File: config.mk
export PLATFORM = sky130hd
export DESIGN_NAME = voxel_mem_wr_sched
export DESIGN_NICKNAME = d
export VERILOG_FILES = /design/src/rtl/voxel_mem_pkg.sv /design/src/rtl/voxel_wr_fifo.sv /design/src/rtl/voxel_mem_wr_sched.sv
export SDC_FILE = /design/constraint.sdc
export NUM_CORES = 1
export LEC_CHECK = 0
export ABC_AREA = 1
export ABC_CLOCK_PERIOD_IN_PS = 4300
export CELL_PAD_IN_SITES_DETAIL_PLACEMENT = 2
export CELL_PAD_IN_SITES_GLOBAL_PLACEMENT = 2
export CORE_MARGIN = 2
export CORE_UTILIZATION = 27
export CTS_CLUSTER_SIZE = 14
export DETAILED_ROUTE_END_ITERATION = 6
export HOLD_SLACK_MARGIN = 0.12
export PLACE_DENSITY_LB_ADDON = 0.08
export SLEW_MARGIN = 20
export SYNTH_ARGS = -nofsm -noshare
export SYNTH_HDL_FRONTEND = slang
export SYNTH_SLANG_ARGS = --single-unit
File: constraint.sdc
create_clock -name clk -period 4.3 [get_ports clk]
set_input_delay 0.645 -clock clk [delete_from_list [all_inputs] [get_ports clk]]
set_output_delay 0.645 -clock clk [all_outputs]
set_load 0.005 [all_outputs]
File: src/rtl/voxel_mem_pkg.sv
// Shared definitions for the voxel memory write-port scheduler.
//   - default widths/depths for the scheduler parameters
//   - fill engine state encoding (plain constants so older tools and
//     checkers can compare against raw bit patterns)
//   - write source IDs and the round-robin pointer encoding
//   - saturating increment used by the optional statistics counters
package voxel_mem_pkg;

  localparam int ADDR_W_DEF    = 18;
  localparam int DATA_W_DEF    = 64;
  localparam int DBG_DEPTH_DEF = 2;
  localparam int CNT_W_DEF     = 19;

  // Fill engine states
  localparam logic [1:0] F_IDLE = 2'd0;
  localparam logic [1:0] F_RUN  = 2'd1;
  localparam logic [1:0] F_DONE = 2'd2;

  // Source of the write currently on the memory port
  typedef enum logic [1:0] {
    SRC_NONE   = 2'd0,
    SRC_DBG    = 2'd1,
    SRC_STREAM = 2'd2,
    SRC_FILL   = 2'd3
  } src_e;

  // Round-robin pointer: names the source preferred at the next contention
  localparam logic RR_STREAM = 1'b0;
  localparam logic RR_FILL   = 1'b1;

  function automatic logic [31:0] sat_inc(input logic [31:0] v);
    return (v == 32'hFFFF_FFFF) ? v : v + 32'd1;
  endfunction

endpackage

File: src/rtl/voxel_wr_fifo.sv
// Small synchronous FIFO used to queue debug write pulses.
// Ports:
//   clk, rst_n  clock, asynchronous active-low reset
//   push_i      write wdata_i; ignored while full (a same-cycle pop does
//               not make room, so "full" is purely the registered count)
//   pop_i       drop the head entry; ignored while empty
//   rdata_o     head entry, valid whenever empty_o is low (readable the
//               cycle after the push that wrote it)
//   full_o, empty_o  occupancy flags
module voxel_wr_fifo #(
  parameter int W     = 82,
  parameter int DEPTH = 2
) (
  input  logic         clk,
  input  logic         rst_n,
  input  logic         push_i,
  input  logic [W-1:0] wdata_i,
  input  logic         pop_i,
  output logic [W-1:0] rdata_o,
  output logic         full_o,
  output logic         empty_o
);

  localparam int PW = $clog2(DEPTH);

  logic [W-1:0]  mem_q [DEPTH];
  logic [PW-1:0] wr_ptr_q, wr_ptr_d;
  logic [PW-1:0] rd_ptr_q, rd_ptr_d;
  logic [PW:0]   cnt_q, cnt_d;
  logic          do_push, do_pop;

  assign full_o  = (cnt_q == (PW+1)'(DEPTH));
  assign empty_o = (cnt_q == '0);
  assign do_push = push_i && !full_o;
  assign do_pop  = pop_i && !empty_o;
  assign rdata_o = mem_q[rd_ptr_q];

  // DEPTH is a power of two, so the pointers wrap on their own
  always_comb begin
    wr_ptr_d = wr_ptr_q;
    rd_ptr_d = rd_ptr_q;
    cnt_d    = cnt_q;
    if (do_push) wr_ptr_d = wr_ptr_q + PW'(1);
    if (do_pop)  rd_ptr_d = rd_ptr_q + PW'(1);
    cnt_d = cnt_q + (PW+1)'(do_push) - (PW+1)'(do_pop);
  end

  always_ff @(posedge clk or negedge rst_n) begin
    if (!rst_n) begin
      wr_ptr_q <= '0;
      rd_ptr_q <= '0;
      cnt_q    <= '0;
    end else begin
      wr_ptr_q <= wr_ptr_d;
      rd_ptr_q <= rd_ptr_d;
      cnt_q    <= cnt_d;
    end
  end

  always_ff @(posedge clk) begin
    if (do_push) mem_q[wr_ptr_q] <= wdata_i;
  end

endmodule

File: src/rtl/voxel_mem_wr_sched.sv
// Write-port scheduler for the voxel BRAM.
// Shares the single memory write port between the CSR debug write pulse
// (queued in a small FIFO), a streaming bulk loader (valid/ready) and an
// internal fill engine. Debug always wins; stream and fill alternate
// round-robin when both request. Nothing is written while mem_block is high.
//
// Ports:
//   clk, rst_n                       clock, asynchronous active-low reset
//   dbg_we_pulse/dbg_addr/dbg_wdata  debug write pulse, queued on arrival
//   s_valid/s_ready/s_addr/s_data    loader stream
//   fill_start/fill_abort            fill control pulses
//   fill_base/fill_count/fill_value  fill parameters, sampled at start
//   fill_busy/fill_done              fill status (done is a 1-cycle pulse)
//   mem_block                        renderer owns the memory
//   mem_we/mem_addr/mem_wdata        registered memory write port
//   dbg_overflow                     sticky: a debug pulse was dropped
//   fill_state_dbg                   fill engine state, for observation
//
// Build option VOXEL_WR_SCHED_STATS_EN adds stat_clr and three saturating
// 32-bit per-source write counters (stat_dbg_wr, stat_stream_wr,
// stat_fill_wr).
//
// Stream handshake: a beat transfers in every cycle where s_valid and
// s_ready are both high. s_ready is a function of scheduler state and
// mem_block only (never of s_valid), and the loader must hold s_addr/s_data
// stable while s_valid is high and s_ready is low.
module voxel_mem_wr_sched
  import voxel_mem_pkg::*;
#(
  parameter int ADDR_W    = ADDR_W_DEF,
  parameter int DATA_W    = DATA_W_DEF,
  parameter int DBG_DEPTH = DBG_DEPTH_DEF,
  parameter int CNT_W     = CNT_W_DEF
) (
  input  logic              clk,
  input  logic              rst_n,
  input  logic              dbg_we_pulse,
  input  logic [ADDR_W-1:0] dbg_addr,
  input  logic [DATA_W-1:0] dbg_wdata,
  input  logic              s_valid,
  output logic              s_ready,
  input  logic [ADDR_W-1:0] s_addr,
  input  logic [DATA_W-1:0] s_data,
  input  logic              fill_start,
  input  logic              fill_abort,
  input  logic [ADDR_W-1:0] fill_base,
  input  logic [CNT_W-1:0]  fill_count,
  input  logic [DATA_W-1:0] fill_value,
  output logic              fill_busy,
  output logic              fill_done,
  input  logic              mem_block,
  output logic              mem_we,
  output logic [ADDR_W-1:0] mem_addr,
  output logic [DATA_W-1:0] mem_wdata,
  output logic              dbg_overflow,
`ifdef VOXEL_WR_SCHED_STATS_EN
  input  logic              stat_clr,
  output logic [31:0]       stat_dbg_wr,
  output logic [31:0]       stat_stream_wr,
  output logic [31:0]       stat_fill_wr,
`endif
  output logic [1:0]        fill_state_dbg
);

  localparam int FW = ADDR_W + DATA_W;

  // ---------------------------------------------------------------------
  // Debug FIFO
  // ---------------------------------------------------------------------
  logic          fifo_full, fifo_empty, fifo_pop;
  logic [FW-1:0] fifo_head;

  voxel_wr_fifo #(
    .W     (FW),
    .DEPTH (DBG_DEPTH)
  ) u_dbg_fifo (
    .clk     (clk),
    .rst_n   (rst_n),
    .push_i  (dbg_we_pulse),
    .wdata_i ({dbg_addr, dbg_wdata}),
    .pop_i   (fifo_pop),
    .rdata_o (fifo_head),
    .full_o  (fifo_full),
    .empty_o (fifo_empty)
  );

  // ---------------------------------------------------------------------
  // State
  // ---------------------------------------------------------------------
  logic              sched_en_q;  // low for the first cycle after reset so
                                  // s_ready stays 0 throughout reset
  logic              rr_q, rr_d;
  logic [1:0]        fill_state_q, fill_state_d;
  logic [ADDR_W-1:0] fill_addr_q, fill_addr_d;
  logic [CNT_W-1:0]  fill_rem_q, fill_rem_d;
  logic [DATA_W-1:0] fill_val_q, fill_val_d;
  logic              mem_we_q, mem_we_d;
  logic [ADDR_W-1:0] mem_addr_q, mem_addr_d;
  logic [DATA_W-1:0] mem_wdata_q, mem_wdata_d;
  logic              ovf_q, ovf_d;

  // ---------------------------------------------------------------------
  // Arbitration
  // ---------------------------------------------------------------------
  logic port_free, fill_run;
  logic grant_dbg, grant_stream, grant_fill;

  assign fill_run  = (fill_state_q == F_RUN);
  assign port_free = sched_en_q && !mem_block;

  assign grant_dbg    = port_free && !fifo_empty;
  assign s_ready      = port_free && fifo_empty && (!fill_run || rr_q == RR_STREAM);
  assign grant_stream = s_valid && s_ready;
  // Fill takes the port whenever it runs and the stream does not take it:
  // either the pointer favours fill or the stream has nothing to send.
  assign grant_fill   = port_free && fifo_empty && fill_run && !grant_stream;
  assign fifo_pop     = grant_dbg;

  always_comb begin
    rr_d = rr_q;
    if (grant_stream)    rr_d = RR_FILL;
    else if (grant_fill) rr_d = RR_STREAM;
  end

  // ---------------------------------------------------------------------
  // Fill engine
  // ---------------------------------------------------------------------
  always_comb begin
    fill_state_d = fill_state_q;
    fill_addr_d  = fill_addr_q;
    fill_rem_d   = fill_rem_q;
    fill_val_d   = fill_val_q;
    case (fill_state_q)
      F_IDLE: begin
        if (fill_start) begin
          fill_addr_d  = fill_base;
          fill_rem_d   = fill_count;
          fill_val_d   = fill_value;
          fill_state_d = (fill_count == '0) ? F_DONE : F_RUN;
        end
      end
      F_RUN: begin
        if (grant_fill) begin
          fill_addr_d = fill_addr_q + ADDR_W'(1);
          fill_rem_d  = fill_rem_q - CNT_W'(1);
        end
        if ((grant_fill && fill_rem_q == CNT_W'(1)) || fill_abort) begin
          fill_state_d = F_DONE;
        end
      end
      F_DONE:  fill_state_d = F_IDLE;
      default: fill_state_d = F_IDLE;
    endcase
  end

  // ---------------------------------------------------------------------
  // Output write port
  // ---------------------------------------------------------------------
  always_comb begin
    mem_we_d    = grant_dbg || grant_stream || grant_fill;
    mem_addr_d  = mem_addr_q;
    mem_wdata_d = mem_wdata_q;
    if (grant_dbg) begin
      {mem_addr_d, mem_wdata_d} = fifo_head;
    end else if (grant_stream) begin
      mem_addr_d  = s_addr;
      mem_wdata_d = s_data;
    end else if (grant_fill) begin
      mem_addr_d  = fill_addr_q;
      mem_wdata_d = fill_val_q;
    end
  end

  assign ovf_d = ovf_q || (dbg_we_pulse && fifo_full);

  always_ff @(posedge clk or negedge rst_n) begin
    if (!rst_n) begin
      sched_en_q   <= 1'b0;
      rr_q         <= RR_STREAM;
      fill_state_q <= F_IDLE;
      fill_addr_q  <= '0;
      fill_rem_q   <= '0;
      fill_val_q   <= '0;
      mem_we_q     <= 1'b0;
      mem_addr_q   <= '0;
      mem_wdata_q  <= '0;
      ovf_q        <= 1'b0;
    end else begin
      sched_en_q   <= 1'b1;
      rr_q         <= rr_d;
      fill_state_q <= fill_state_d;
      fill_addr_q  <= fill_addr_d;
      fill_rem_q   <= fill_rem_d;
      fill_val_q   <= fill_val_d;
      mem_we_q     <= mem_we_d;
      mem_addr_q   <= mem_addr_d;
      mem_wdata_q  <= mem_wdata_d;
      ovf_q        <= ovf_d;
    end
  end

  assign mem_we         = mem_we_q;
  assign mem_addr       = mem_addr_q;
  assign mem_wdata      = mem_wdata_q;
  assign dbg_overflow   = ovf_q;
  assign fill_busy      = fill_run;
  assign fill_done      = (fill_state_q == F_DONE);
  assign fill_state_dbg = fill_state_q;

`ifdef VOXEL_WR_SCHED_STATS_EN
  // ---------------------------------------------------------------------
  // Per-source write counters, advanced on each issued mem_we
  // ---------------------------------------------------------------------
  src_e        src_q, src_d;
  logic [31:0] st_dbg_q, st_stream_q, st_fill_q;

  always_comb begin
    src_d = SRC_NONE;
    if (grant_dbg)         src_d = SRC_DBG;
    else if (grant_stream) src_d = SRC_STREAM;
    else if (grant_fill)   src_d = SRC_FILL;
  end

  always_ff @(posedge clk or negedge rst_n) begin
    if (!rst_n) begin
      src_q       <= SRC_NONE;
      st_dbg_q    <= '0;
      st_stream_q <= '0;
      st_fill_q   <= '0;
    end else begin
      src_q <= src_d;
      if (stat_clr) begin
        st_dbg_q    <= '0;
        st_stream_q <= '0;
        st_fill_q   <= '0;
      end else if (mem_we_q) begin
        case (src_q)
          SRC_DBG:    st_dbg_q    <= sat_inc(st_dbg_q);
          SRC_STREAM: st_stream_q <= sat_inc(st_stream_q);
          SRC_FILL:   st_fill_q   <= sat_inc(st_fill_q);
          default:    ;
        endcase
      end
    end
  end

  assign stat_dbg_wr    = st_dbg_q;
  assign stat_stream_wr = st_stream_q;
  assign stat_fill_wr   = st_fill_q;
`endif

endmodule

==> results.py <==
metrics = {
    "floorplan": {
        "pin_count": 361,
        "rows": 88,
        "die-area_um2": 60650,
        "initial_utilization": 0.2737,
        "die_h_um": 246.3,
        "core_um2": 57920,
        "die_w_um": 246.3,
    },
    "sta": {
        "rsz0062_at_grt": "no",
        "worstMarginPinSlew_ps": 961.1,
        "setup_viol": 0,
        "clock_skew_ps": 14.57,
        "slew_violations": 0,
        "final_hold_viol_count": 0,
        "finalCriticalPeriod_ps": 3149,
        "setup_tns_ps": 0,
        "fmax_mhz": 317.6,
        "slew_headroom": 0.3593,
        "finalWorstSetupSlack_ps": 1151,
        "period_share": 0.7323,
    },
    "grt": {
        "use_met1": 0.2279,
        "grt_util_met3": 0.05098,
        "antenna_found_initial": 19,
        "grt_pass1_wl_um": 88910,
        "grt_max_degree": 108,
        "grt_usage": 0.1932,
        "busiest_layer": "met2",
        "grt_overflow": 0,
        "met2_usage": 0.3440,
        "first_global_vias": 14800,
    },
    "placed_design": {
        "pre_cts_slack_ps": 1136,
        "place_area_um2": 20290,
        "gp_congestion": 0.7630,
        "dp_hpwl_um": 40610,
        "io_buffer_count": 360,
    },
    "pwr": {
        "power_frac_seq": 0.397,
        "worst_ir_drop_vdd_mv": 0.2650,
        "clockPowerShare": 0.258,
        "p_leak_nw": 9.354,
        "switching_share": 0.3627,
        "p_switching_mw": 5.076,
        "combPwrFrac": 0.345,
        "p_int_mw": 8.921,
        "p_per_area_nw_per_um2": 645.3,
    },
    "layout": {
        "final_area_um2": 21690,
        "area_growth_pct": 36.86,
        "nFillCells": 6415,
        "drive_above_1_share": 0.04969,
        "fin_nets": 2358,
    },
    "cts": {
        "htree_levels": 2,
        "insertion_delay_ps": 570,
        "postCtsSetupRepairBufs": 0,
        "cts_tree": "done",
        "cts_made_buffers": 44,
        "postCtsHoldBufs": 0,
        "cts_max_path_buffers": 3,
        "cts_resized": 0,
        "cts_root_buf": "clkbuf_16",
        "cts.clk_slew.worst_paths_ps": 50,
        "clock_sinks": 357,
    },
    "yosys": {
        "synth_top_area_cell": "edfxtp_1",
        "yosysWarnings": 0,
        "synth_edf_count": 164,
        "synth_top_area_frac": 0.3107,
        "syn_area_um2": 15850,
        "syn_nets": 2022,
        "syn_area_per_cell_um2": 9.082,
        "ys_types": 37,
        "synth_top_family_by_area": "simple AND/OR/NAND/NOR gates",
        "ys_seq_elements": 357,
        "yosysSeqAreaShare": 0.6155,
        "synthArstFlopShare": 0.5406,
        "netlist_instances": 1745,
        "synth_fa_ha_area_frac": 0.003947,
        "muxShareOfSynthArea": 0.0006316,
        "synthTopCellsByCount": "nand2_1, dfrtp_1, edfxtp_1",
        "synth_most_common_cell": "nand2_1",
        "synthSimpleGateAreaFrac": 0.2511,
        "yosys_most_used_dff": "dfrtp_1",
        "yosys-top-cells-area": "edfxtp_1, dfrtp_1, nand2_1",
        "synth_compound_area_frac": 0.07231,
        "synth_xor_area_frac": 0.003868,
    },
    "routing": {
        "wl_um": 58470,
        "dr.first_iter.drc_count": 472,
        "routedWlPerCell_um": 20.26,
        "vias_per_cell": 4.647,
        "ant_nets": 0,
        "drc": 0,
        "vias": 13410,
        "dr.pass1.iters": 4,
    },
    "setup_path": {
        "cp-end-kind": "primary output",
        "critical_path.slowest_cell": "clkdlybuf4s50_1",
        "cp_cell_sequence": "nor2_8 -> buf_4 -> clkdlybuf4s50_1",
        "crit_arrival_ps": 2500,
        "cpPeakStageDelay_ps": 580,
        "cp_max_fo": 37,
        "cp_top_family": "buffers and inverters",
        "worstPathRequired_ps": 3650,
        "cp-start-kind": "flop",
        "critical_path_class": "flop to primary output",
        "critPathBufInv": 2,
    },
    "status": {
        "status": "complete, no violations",
    },
    "min_path": {
        "hp-class": "input pin to asynchronous set/reset pin",
    },
    "job": {
        "maxCapViolations": 0,
    },
}
[path summary, 6_finish.rpt]
| path | startpoint | end | slack (ps) | cells after the start |
|---|---|---|---|---|
| min | rst_n | fill_rem_q[13]$_DFFE_PN0P_ | 80 | 1 |
| max reg2reg | u_dbg_fifo.rd_ptr_q$_DFFE_PN0P_ | mem_wdata[49]$_DFFE_PN0P_ | 1680 | 6 |
| min reg2reg | dbg_overflow$_DFF_PN0_ | dbg_overflow$_DFF_PN0_ | 470 | 1 |
| min in group clk | dbg_overflow$_DFF_PN0_ | dbg_overflow$_DFF_PN0_ | 470 | 1 |
| max in group asynchronous | rst_n | fill_state_dbg[0]$_DFFE_PN0P_ | 3060 | 2 |
| max | fill_state_dbg[1]$_DFFE_PN0P_ | fill_busy | 1150 | 3 |
[routing by layer]
metal,part of all wire,routed length (um),up-vias
met3,0.057,3340,86
met2,0.51,29820,234
met4,0.022,1272,20
met1,0.41,23910,6699
met5,0.0022,128,-
li1,-,-,6373
[power by group through the flow]
stage	Sequential, mW	Combinational (mW)	Clock (mW)
3_3_place_gp	5.58	4.80	0
4_1_cts	5.58	5.01	3.75
6_report	5.55	4.83	3.61
2_1_floorplan	5.41	2.71	0
3_5_place_dp	5.62	4.98	0
5_1_grt	5.71	5.53	3.86
[sequential cells by signal (all words and copies together) (netlist names), 2 cells and up]
signal            flops
fill_addr_q          18
mem_wdata            64
fill_rem_q           19
u_dbg_fifo.cnt_q      2
fill_val_q           64
fill_state_dbg        2
mem_addr             18
u_dbg_fifo.mem_q    164
[logic make-up (layout without fill, tap and decap cells)]
group | count (synthesis) | count (layout)
compound gates | 187 | 187
xor+xnor | 7 | 7
fa+ha+maj | 5 | 5
buf+inv | 202 | 570
flops | 357 | 357
mux | 1 | 1
other cells | 1 | 9
simple gates | 985 | 985
[cells in the final DEF, fill, tap and decap left out, types with 2 or more instances in the layout]
cell type        count
clkdlybuf4s50_1    359
or2_2                6
nand3b_1             7
nor2_4               4
xor2_1               3
buf_4               11
buf_12               7
xnor2_1              4
o21ai_0             87
nand3_1            128
dfrtp_1            192
clkbuf_1            16
clkbuf_16           45
nor3_1               5
nor2_1             108
inv_2                6
bufinv_16            2
clkinv_1             4
clkinv_2             6
o21ai_1              7
a21oi_1              7
o211ai_1            79
ha_1                 5
nand4_1              8
nand2_4              3
nand2_1            711
a31oi_1              3
inv_1              105
edfxtp_1           164
clkbuf_8             5
diode_2              8
[layout make-up]
type / instances / area [um2] / area share
Timing Repair Buffer: 379 / 3842 / 0.1771
Inverter: 113 / 427.9 / 0.01973
Multi-Input combinational cell: 1186 / 5310 / 0.2448
Clock buffer: 66 / 1255 / 0.05786
Clock inverter: 12 / 120.1 / 0.005538
Sequential cell: 357 / 9758 / 0.4499
Tap cell: 765 / 957.2 / 0.04413
Antenna cell: 8 / 20.02 / 0.0009229
[stage by stage]
step / power, mW / cells / hold WS, ps / util
floorplan: 8.118 / 1745 / 349.4 / -
global placement: 10.37 / 2799 / 464.7 / 0.3500
detailed placement: 10.60 / 2800 / 458.1 / 0.3504
CTS: 14.34 / 2878 / 170.3 / 0.3741
global route: 15.09 / 2882 / 148.7 / 0.3744
finish: 14.00 / 2886 / 84.01 / 0.3745
Note: power is estimated with default switching activity, not from simulation.
